--- config.mk ---
export PLATFORM = sky130hd
export DESIGN_NAME = bcd_display_scan_flat
export DESIGN_NICKNAME = d
export VERILOG_FILES = /design/src/rtl/bcd_display_scan_if.sv /design/src/rtl/bcd_display_scan.sv /design/src/flat_wrapper.sv
export SDC_FILE = /design/constraint.sdc
export NUM_CORES = 1
export LEC_CHECK = 0
export ABC_AREA = 1
export CORE_MARGIN = 4
export CORE_UTILIZATION = 49
export DETAILED_ROUTE_END_ITERATION = 8
export GPL_ROUTABILITY_DRIVEN = 1
export PLACE_DENSITY = 0.8
export SYNTH_ARGS = -nofsm -noshare
export SYNTH_HDL_FRONTEND = slang
export SYNTH_SLANG_ARGS = --single-unit
--- constraint.sdc ---
create_clock -name Clk -period 2.17 [get_ports Clk]
set_clock_uncertainty 0.15 [all_clocks]
set_input_delay 0.434 -clock Clk [delete_from_list [all_inputs] [get_ports Clk]]
set_output_delay 0.434 -clock Clk [all_outputs]
set_load 0.02 [all_outputs]
--- src/rtl/bcd_display_scan_if.sv ---
// Purpose: bundles the stopwatch digit inputs, display controls and display pin outputs.
// Latency: none, wires only.
// Backpressure: none; the display free-runs and never stalls the timer.
interface bcd_display_scan_if;
    logic       en;
    logic [3:0] hr_h;
    logic [3:0] hr_l;
    logic [3:0] min_h;
    logic [3:0] min_l;
    logic [3:0] sec_h;
    logic [3:0] sec_l;
    logic       blank_lz;
    logic       dp_blink;
    logic [6:0] seg;
    logic       dp;
    logic [5:0] dig;
    logic       frame_done;

    // Timer / control side: drives digits and controls, observes the pins.
    modport master (
        output en, hr_h, hr_l, min_h, min_l, sec_h, sec_l, blank_lz, dp_blink,
        input  seg, dp, dig, frame_done
    );

    // Display driver side.
    modport slave (
        input  en, hr_h, hr_l, min_h, min_l, sec_h, sec_l, blank_lz, dp_blink,
        output seg, dp, dig, frame_done
    );
endinterface

--- src/rtl/bcd_display_scan.sv ---
// Purpose: multiplexes six BCD digits onto one 7-segment bus with a one-hot digit select.
// Latency: all outputs are registered, one cycle behind the internal slot counter.
// Backpressure: none; the digits are sampled once per frame so a mid-frame update never tears.
module bcd_display_scan #(
    parameter int SCAN_DIV     = 1000,
    parameter int GUARD        = 50,
    parameter int BLINK_FRAMES = 83,
    parameter int ACTIVE_LOW   = 1
) (
    input  logic              Clk,
    input  logic              rst_n,
    bcd_display_scan_if.slave bus
);

    localparam logic [15:0] SCAN_LAST  = 16'(SCAN_DIV - 1);
    localparam logic [15:0] GUARD_END  = 16'(GUARD);
    localparam logic [15:0] BLINK_LAST = 16'(BLINK_FRAMES - 1);
    localparam logic        POL        = (ACTIVE_LOW != 0);

    logic [15:0]     cnt_q, cnt_d;
    logic [2:0]      idx_q, idx_d;
    logic [15:0]     blink_cnt_q, blink_cnt_d;
    logic            blink_on_q, blink_on_d;
    logic [5:0][3:0] shd_q, shd_d;

    logic [6:0]      seg_q, seg_d;
    logic            dp_q, dp_d;
    logic [5:0]      dig_q, dig_d;
    logic            frame_done_q, frame_done_d;

    logic            slot_last;
    logic            frame_start;
    logic            frame_end;
    logic            lit_window;
    logic            blanked;
    logic            sep_slot;
    logic [3:0]      cur_bcd;
    logic [6:0]      cur_pat;

    // Slot counter and digit index; both park at 0 while the display is disabled.
    always_comb begin
        slot_last   = (cnt_q == SCAN_LAST);
        frame_start = bus.en && (cnt_q == 16'd0) && (idx_q == 3'd0);
        frame_end   = bus.en && slot_last && (idx_q == 3'd5);
        lit_window  = bus.en && (cnt_q >= GUARD_END);
        cnt_d       = cnt_q;
        idx_d       = idx_q;
        if (!bus.en) begin
            cnt_d = 16'd0;
            idx_d = 3'd0;
        end else if (slot_last) begin
            cnt_d = 16'd0;
            idx_d = (idx_q == 3'd5) ? 3'd0 : idx_q + 3'd1;
        end else begin
            cnt_d = cnt_q + 16'd1;
        end
    end

    // Frame-start snapshot of all six digits, and the per-frame blink phase counter.
    always_comb begin
        shd_d       = shd_q;
        blink_cnt_d = blink_cnt_q;
        blink_on_d  = blink_on_q;
        if (frame_start) begin
            shd_d = {bus.hr_h, bus.hr_l, bus.min_h, bus.min_l, bus.sec_h, bus.sec_l};
        end
        if (frame_end) begin
            if (blink_cnt_q == BLINK_LAST) begin
                blink_cnt_d = 16'd0;
                blink_on_d  = ~blink_on_q;
            end else begin
                blink_cnt_d = blink_cnt_q + 16'd1;
            end
        end
    end

    // Select the shadowed digit for the current slot and apply leading-zero blanking.
    always_comb begin
        cur_bcd = 4'd0;
        case (idx_q)
            3'd0:    cur_bcd = shd_q[0];
            3'd1:    cur_bcd = shd_q[1];
            3'd2:    cur_bcd = shd_q[2];
            3'd3:    cur_bcd = shd_q[3];
            3'd4:    cur_bcd = shd_q[4];
            3'd5:    cur_bcd = shd_q[5];
            default: cur_bcd = 4'd0;
        endcase
        blanked  = bus.blank_lz &&
                   (((idx_q == 3'd5) && (shd_q[5] == 4'd0)) ||
                    ((idx_q == 3'd4) && (shd_q[5] == 4'd0) && (shd_q[4] == 4'd0)));
        sep_slot = (idx_q == 3'd2) || (idx_q == 3'd4);
    end

    // BCD to segments (bit 0 = a .. bit 6 = g); non-decimal codes show a dash.
    always_comb begin
        cur_pat = 7'b1000000;
        case (cur_bcd)
            4'd0:    cur_pat = 7'b0111111;
            4'd1:    cur_pat = 7'b0000110;
            4'd2:    cur_pat = 7'b1011011;
            4'd3:    cur_pat = 7'b1001111;
            4'd4:    cur_pat = 7'b1100110;
            4'd5:    cur_pat = 7'b1101101;
            4'd6:    cur_pat = 7'b1111101;
            4'd7:    cur_pat = 7'b0000111;
            4'd8:    cur_pat = 7'b1111111;
            4'd9:    cur_pat = 7'b1101111;
            default: cur_pat = 7'b1000000;
        endcase
    end

    // Logical output levels, then folded to board polarity before registering.
    always_comb begin
        seg_d        = {7{POL}};
        dig_d        = {6{POL}};
        if (lit_window && !blanked) begin
            seg_d = cur_pat ^ {7{POL}};
            dig_d = 6'(6'd1 << idx_q) ^ {6{POL}};
        end
        dp_d         = (lit_window && sep_slot && (!bus.dp_blink || blink_on_q)) ^ POL;
        frame_done_d = frame_end;
    end

    // Scan state, blink state and digit shadows.
    always_ff @(posedge Clk or negedge rst_n) begin
        if (!rst_n) begin
            cnt_q       <= 16'd0;
            idx_q       <= 3'd0;
            blink_cnt_q <= 16'd0;
            blink_on_q  <= 1'b1;
            shd_q       <= '0;
        end else begin
            cnt_q       <= cnt_d;
            idx_q       <= idx_d;
            blink_cnt_q <= blink_cnt_d;
            blink_on_q  <= blink_on_d;
            shd_q       <= shd_d;
        end
    end

    // Registered pins; reset drives every display line to its dark level.
    always_ff @(posedge Clk or negedge rst_n) begin
        if (!rst_n) begin
            seg_q        <= {7{POL}};
            dp_q         <= POL;
            dig_q        <= {6{POL}};
            frame_done_q <= 1'b0;
        end else begin
            seg_q        <= seg_d;
            dp_q         <= dp_d;
            dig_q        <= dig_d;
            frame_done_q <= frame_done_d;
        end
    end

    assign bus.seg        = seg_q;
    assign bus.dp         = dp_q;
    assign bus.dig        = dig_q;
    assign bus.frame_done = frame_done_q;

endmodule
--- src/flat_wrapper.sv ---
// flat-port wrapper written by rule: the top's interface ports become plain ports
module bcd_display_scan_flat 
#(
    parameter int SCAN_DIV     = 1000,
    parameter int GUARD        = 50,
    parameter int BLINK_FRAMES = 83,
    parameter int ACTIVE_LOW   = 1
)
  (Clk, rst_n, bus_en, bus_hr_h, bus_hr_l, bus_min_h, bus_min_l, bus_sec_h, bus_sec_l, bus_blank_lz, bus_dp_blink, bus_seg, bus_dp, bus_dig, bus_frame_done);
  bcd_display_scan_if bus_i ();
  input  logic Clk;
  input  logic rst_n;
  input wire logic [$bits(bus_i.en)-1:0] bus_en;
  input wire logic [$bits(bus_i.hr_h)-1:0] bus_hr_h;
  input wire logic [$bits(bus_i.hr_l)-1:0] bus_hr_l;
  input wire logic [$bits(bus_i.min_h)-1:0] bus_min_h;
  input wire logic [$bits(bus_i.min_l)-1:0] bus_min_l;
  input wire logic [$bits(bus_i.sec_h)-1:0] bus_sec_h;
  input wire logic [$bits(bus_i.sec_l)-1:0] bus_sec_l;
  input wire logic [$bits(bus_i.blank_lz)-1:0] bus_blank_lz;
  input wire logic [$bits(bus_i.dp_blink)-1:0] bus_dp_blink;
  output wire logic [$bits(bus_i.seg)-1:0] bus_seg;
  output wire logic [$bits(bus_i.dp)-1:0] bus_dp;
  output wire logic [$bits(bus_i.dig)-1:0] bus_dig;
  output wire logic [$bits(bus_i.frame_done)-1:0] bus_frame_done;
  assign bus_i.en = bus_en;
  assign bus_i.hr_h = bus_hr_h;
  assign bus_i.hr_l = bus_hr_l;
  assign bus_i.min_h = bus_min_h;
  assign bus_i.min_l = bus_min_l;
  assign bus_i.sec_h = bus_sec_h;
  assign bus_i.sec_l = bus_sec_l;
  assign bus_i.blank_lz = bus_blank_lz;
  assign bus_i.dp_blink = bus_dp_blink;
  assign bus_seg = bus_i.seg;
  assign bus_dp = bus_i.dp;
  assign bus_dig = bus_i.dig;
  assign bus_frame_done = bus_i.frame_done;
  bcd_display_scan #(.SCAN_DIV(SCAN_DIV), .GUARD(GUARD), .BLINK_FRAMES(BLINK_FRAMES), .ACTIVE_LOW(ACTIVE_LOW)) u_core (.Clk(Clk), .rst_n(rst_n), .bus(bus_i));
endmodule
==> key figures <==
Outcome
  – Outcome: finished clean

Floorplan
  – Initial Utilization: between 50% and 60%
  – Die Width: 99.55 µm
  – Core Region: 0.008175 mm²
  – Die Footprint: 0.009909 mm²
  – IO Pins: 44
  – Die H: about 100 µm
  – Row cnt: 33

Finish
  – Register area: 0.001898 mm²
  – Fill cell count: 713
  – Design area: 0.004920 mm²
  – Antenna cells: 0
  – Layout cells sized above 1: 10.25%
  – Multi-input gate area in the final layout: 0.001898 mm²
  – Nets: approximately 640
  – Area Overhead vs Synth: 19.81%

Power and ir drop
  – Pwr/cell area: roughly 600 mW/mm²
  – Peak VDD IR: 0.0002910 V
  – LEAKAGE: ~2.3 nW

Logic synthesis
  – Largest family of logic cells by synthesized area: simple AND/OR/NAND/NOR gates
  – Post-synthesis simple-gate area fraction: 34.89%
  – Most frequent cell after synthesis: nand2_1
  – Asr flop ratio synth: 100.0%
  – Avg Inst Size Synth: 7.549 µm²
  – Mapped Area: approximately 0.0041 mm²
  – Main flop type after synthesis: dfrtp_1
  – Library cells used by synthesis: 26
  – Synth Area in Adders: under 10%
  – Area leader, netlist: dfrtp_1
  – Synth top cells by count: 153 x nand2_1, 73 x nand3_1, 68 x inv_1
  – Synth Area in Compound Gates: roughly 5.1%
  – XOR/XNOR Fraction of Synth Area: ~2.1%
  – Synth top area cells: dfrtp_1 37%, nand2_1 14%, dfstp_2 9.6%
  – Yosys warnings: 0
  – Post-synth EDFFs: 0
  – Syn_nets: a little under 600
  – Share of the synthesized area in the top cell type: 36.56%
  – Register area share after synthesis: between 40% and 50%
  – Yosys reg bits: 75
  – Synthesized instance count: about 540
  – Mux share of post-synthesis cell area: 0%

Timing
  – Final Max Tran Viols: 0
  – Hold slack: ~0.33 ns
  – Setup tns final: 0 ns
  – # setup viols final: 0
  – Final Hold Viols: 0
  – RSZ-0062 raised after global routing: false
  – PnR worst setup slack: 0.1223 ns
  – Max Clk Rate: 0.4883 GHz
  – Worst rel slew slack: 67.87%
  – Final period util: a little over nine tenths
  – Crit path time final: 2.048 ns
  – Worst Max-Slew Pin Slew: 0.4820 ns

CTS
  – Clock tree root buffer cell: clkbuf_8
  – Num CTS Buffers: 9
  – Clk pin slew, worst setup/hold paths: 0.07 ns
  – Worst-skew pair later-pin latency: 0.35 ns
  – Post CTS Setup Buffer Count: 0
  – H-Tree Depth: 3
  – CTS tree: done
  – Longest Clk Path Bufs: 2
  – # clock sinks: 75

Setup path
  – Worst Path Class, Setup: reg2out
  – CP bufs+invs: 1
  – Worst-path fanout max: 1
  – Reg-to-reg startpoint: u_core.idx_q[0]
  – Nature of the critical path endpoint: output port
  – R2r setup slk: between 0.1 and 0.15 ns
  – CP arrival: 1.46 ns
  – Worst Setup Start Kind: register
  – Slowest CP cell: clkdlybuf4s50_1
  – Worst R2R Path Depth: 13
  – Slowest Stage Delay on Critical Path: approximately 0.6 ns
  – Critical-path cell list: clkdlybuf4s50_1
  – CP required: between 1.5 and 2 ns
  – CP delay by family, top: buffers and inverters
  – RR Endpoint: u_core.bus.seg[5]

Worst hold path
  – Hold Path Class: reg2reg
  – Hold Path End: u_core.blink_on_q
  – WHS Path Cells: 2
  – Hold wc startpoint: u_core.blink_on_q

Placement
  – Place WS: roughly 0.024 ns
  – Placed instance area: 0.004726 mm²
  – GP Congestion: 0.9259
  – DP Wirelength: 7024 µm
  – I/O Buffers: 43

Routing
  – Drt first pass iters: 5
  – WL met2: 4258 µm
  – Highest routed layer: met4
  – DRT met1 WL: 4168 µm
  – DRT Wirelength: between 9000 and 10000 µm
  – Via count: 3697
  – Via density: ~5.2
  – Initial DRC Count: 200
  – ANT nets after route: 0
  – WL/cell: about 13 µm
  – Met3 WL: around 450 µm
  – DRC viols: 0

Global routing
  – Number of global-route vias before repair: 3544
  – Tot GR Track Use: 19.50%
  – Global route overflow: 0
  – Initial antenna violation count: 0
  – First-pass GRT wire length: about 16000 µm
  – Largest net degree at the start of global routing: 36

Flow run
  – Max-cap violation count: 0
final cells by class:
| class | instances | area share (%) |
|---|---|---|
| sequential | 75 | 38.58 |
| multi-input combinational | 386 | 38.58 |
| tap | 105 | 2.670 |
| timing repair buffer | 58 | 11.50 |
| inverter | 70 | 5.341 |
| clock buffer | 11 | 2.670 |
| clock inverter | 5 | 0.6612 |
how the worst max path moves through the flow:
stage / start / end / slack [ns] / cells past startpoint
after floorplan: u_core.idx_q[0] / u_core.bus.seg[3] / 0.26 / 13
after global placement: bus_en / u_core.shd_q[12] / 0.11 / 6
after detailed placement: u_core.idx_q[0] / u_core.bus.seg[3] / 0.02 / 11
after CTS: u_core.idx_q[1] / u_core.bus.seg[3] / 0.04 / 10
after global routing: u_core.idx_q[0] / u_core.bus.seg[5] / 0.004 / 13
final: u_core.bus.dig[4] / bus_dig[4] / 0.12 / 1
metal layers:
| metal | up-vias | GRT usage, % |
|---|---|---|
| met5 | - | 0 |
| met4 | 0 | 8.088 |
| met3 | 14 | 3.927 |
| met2 | 99 | 32.49 |
| met1 | 1717 | 24.79 |
| li1 | 1867 | - |
per-stage QoR:
stage,util [%],power [mW],std cells
6_report,60.18,2.936,710
5_1_grt,60.18,3.103,710
4_1_cts,59.96,2.959,710
3_5_place_dp,57.81,2.030,693
3_3_place_gp,57.81,2.006,693
2_1_floorplan,-,1.844,544
flip-flops by register name (all words and copies together), names as in the netlist:
register / flops
u_core.bus.frame_done: 1
u_core.blink_on_q: 1
u_core.bus.seg: 7
u_core.bus.dig: 6
u_core.blink_cnt_q: 16
u_core.idx_q: 3
u_core.bus.dp: 1
u_core.shd_q: 24
u_core.cnt_q: 16
cells by family after synthesis:
kind of cell,Yosys count
AND/OR/NAND/NOR,323
flip-flops,75
XOR/XNOR,10
adder cells (fa/ha/maj),12
buffers and inverters,83
AO/OA/AOI/OAI,41
repair_timing:
item                       4_1_cts  5_1_grt
setup endpoints to repair        1        7
gates resized for setup          1       10
hold buffers                     1        0
cloned                           0        0
hold endpoints to repair         5        0
where the power goes:
part           internal, mW  switching, mW  total [mW]
clock                 0.414          0.510       0.924
combinational         0.178          0.255       0.433
sequential             1.50         0.0795        1.58
total                  2.09          0.844        2.94
cell usage in the layout, fill, tap and decap left out, drive strengths merged:
cell,n
nand2,154
nand3,75
inv,70
dfrtp,60
nor2,49
clkdlybuf4s50,42
o21ai,27
nor3,21
nand4,20
dfstp,15
buf,15
ha,12
a21oi,11
clkbuf,11
xor2,10
clkinv,5
and3,1
nor3b,1
a31oi,1
nor4,1
o31ai,1
or2,1
o22ai,1
dlygate4sd3,1
(Power assumes the default switching activity.)
==> patch: new RTL, same flow settings <==
Compare `blink_cnt_q` against `BLINK_LAST` with >= in place of ==.
--- a/src/rtl/bcd_display_scan.sv
+++ b/src/rtl/bcd_display_scan.sv
@@ -67,3 +67,3 @@
         if (frame_end) begin
-            if (blink_cnt_q == BLINK_LAST) begin
+            if (blink_cnt_q >= BLINK_LAST) begin
                 blink_cnt_d = 16'd0;
Function: same outputs for any inputs over 10 cycles, from zero or initial values and one cycle with rst_n low; that may be too few to reach the edited logic, so the function may still have changed.
==> patch against the unedited design <==
Power rose by 7.2%. Worst setup slack about the same. Sequential share of layout area rose by 0.48 points. Count of clock-buffer cells in the layout grew 3. Wire length down 7.8%. Critical path depth increased by 9. Combinational power up 12%. Sequential cell count unchanged. Design area fell by 1.3%. Area after synthesis is 1.0% lower. Sequential power about the same. Critical path type is now flop to flop. Largest power group unchanged.
==> patch: results (changes against the unedited design) <==
Setup path
  • Kind of cell adding the most delay to the critical path: simple AND/OR/NAND/NOR gates (was buffers and inverters)
  • Reg2Reg Setup Slack: 0.12 ns (was 0.14 ns)
  • CP Max Fanout: 7 (was 1)
  • Worst r2r dst: u_core.bus.seg[4]$_DFF_PN1_ (was u_core.bus.seg[5]$_DFF_PN1_)
  • Worst Setup SP: u_core.idx_q[1]$_DFFE_PN0P_ (was u_core.bus.dig[4]$_DFF_PN1_)

Drt
  • DRT met1 WL: 3.71 mm (was 4.17 mm)
  • Vias per Instance: 5.07 (was 5.21)
  • Met3 wire len: 486 um (was 451 um)
  • Total Wirelength: 8.37 mm (was 9.08 mm)

Placement
  • Post-DP HPWL: 6.27 mm (was 7.02 mm)
  • Cells after DPL: 633 (was 693)
  • DP Worst Slack: 0.0723 ns (was 0.0239 ns)
  • Area after DPL: 4640 sq um (was 4730 sq um)

Timing
  • Least-Margin Pin Slew: 0.479 ns (was 0.482 ns)

Final layout
  • Non-clk bufs: 55 (was 58)
  • Non-clock buffer share: 11.7% (was 11.5%)
  • Multi-input gates: 317 (was 386)
  • Fraction of area in multi-input gates: 35.9% (was 38.6%)
  • Area occupied by multi-input gates: 1740 sq um (was 1900 sq um)
  • Inverters: 85 (was 70)
  • Sequential cells: 75 (unchanged)
  • Layout fillers: 659 (was 713)
  • Layout cells sized above 1: 16.2% (was 10.2%)
  • Nets: 584 (was 641)

Clock network
  • Post-CTS resize count: 0 (was 1)

Logic synthesis
  • Top cells by area, synth: dfrtp_1 (37%), dfstp_2 (9.7%), nand2_1 (9.5%) (was dfrtp_1 (37%), nand2_1 (14%), dfstp_2 (9.6%))
  • Seq/Total Area, Yosys: 46.6% (was 46.2%)
  • Syn Inst Count: 489 (was 544)
  • Syn Nets: 530 (was 585)
  • Synth cell types: 40 (was 26)

Outcome
  • Status: complete, no violations (unchanged)

Global route
  • Met1 usage: 23.3% (was 24.8%)
  • Met3 usage: 3.11% (was 3.93%)
  • First-pass GRT wire length: 14.1 mm (was 15.6 mm)

Power and ir drop
  • Logic power comb: 0.486 mW (was 0.433 mW)
  • Leak Pwr: 2.43 nW (was 2.34 nW)
  • Power per Cell Area: 648 nW/um^2 (was 597 nW/um^2)
-- patch: cells by family after synthesis --
logic type / synth area share, %
XOR/XNOR: 1.29
flip-flops: 46.6
adder cells (fa/ha/maj): 3.69
buffers and inverters: 10.5
AND/OR/NAND/NOR: 30.7
AO/OA/AOI/OAI: 7.17
-- patch: worst min path at each step --
stage | startpoint | endpoint | slack [ns] | cells after the start
2_1_floorplan | rst_n | u_core.blink_cnt_q[0]$_DFFE_PN0P_ | -0.01 | 0
3_3_place_gp | rst_n | u_core.bus.frame_done$_DFF_PN0_ | 0.27 | 1
3_5_place_dp | rst_n | u_core.bus.frame_done$_DFF_PN0_ | 0.27 | 1
4_1_cts | u_core.shd_q[2]$_DFFE_PN0P_ | u_core.shd_q[2]$_DFFE_PN0P_ | 0.34 | 2
5_1_grt | u_core.cnt_q[0]$_DFF_PN0_ | u_core.cnt_q[0]$_DFF_PN0_ | 0.36 | 1
6_report | u_core.blink_on_q$_DFFE_PN1P_ | u_core.blink_on_q$_DFFE_PN1P_ | 0.34 | 2
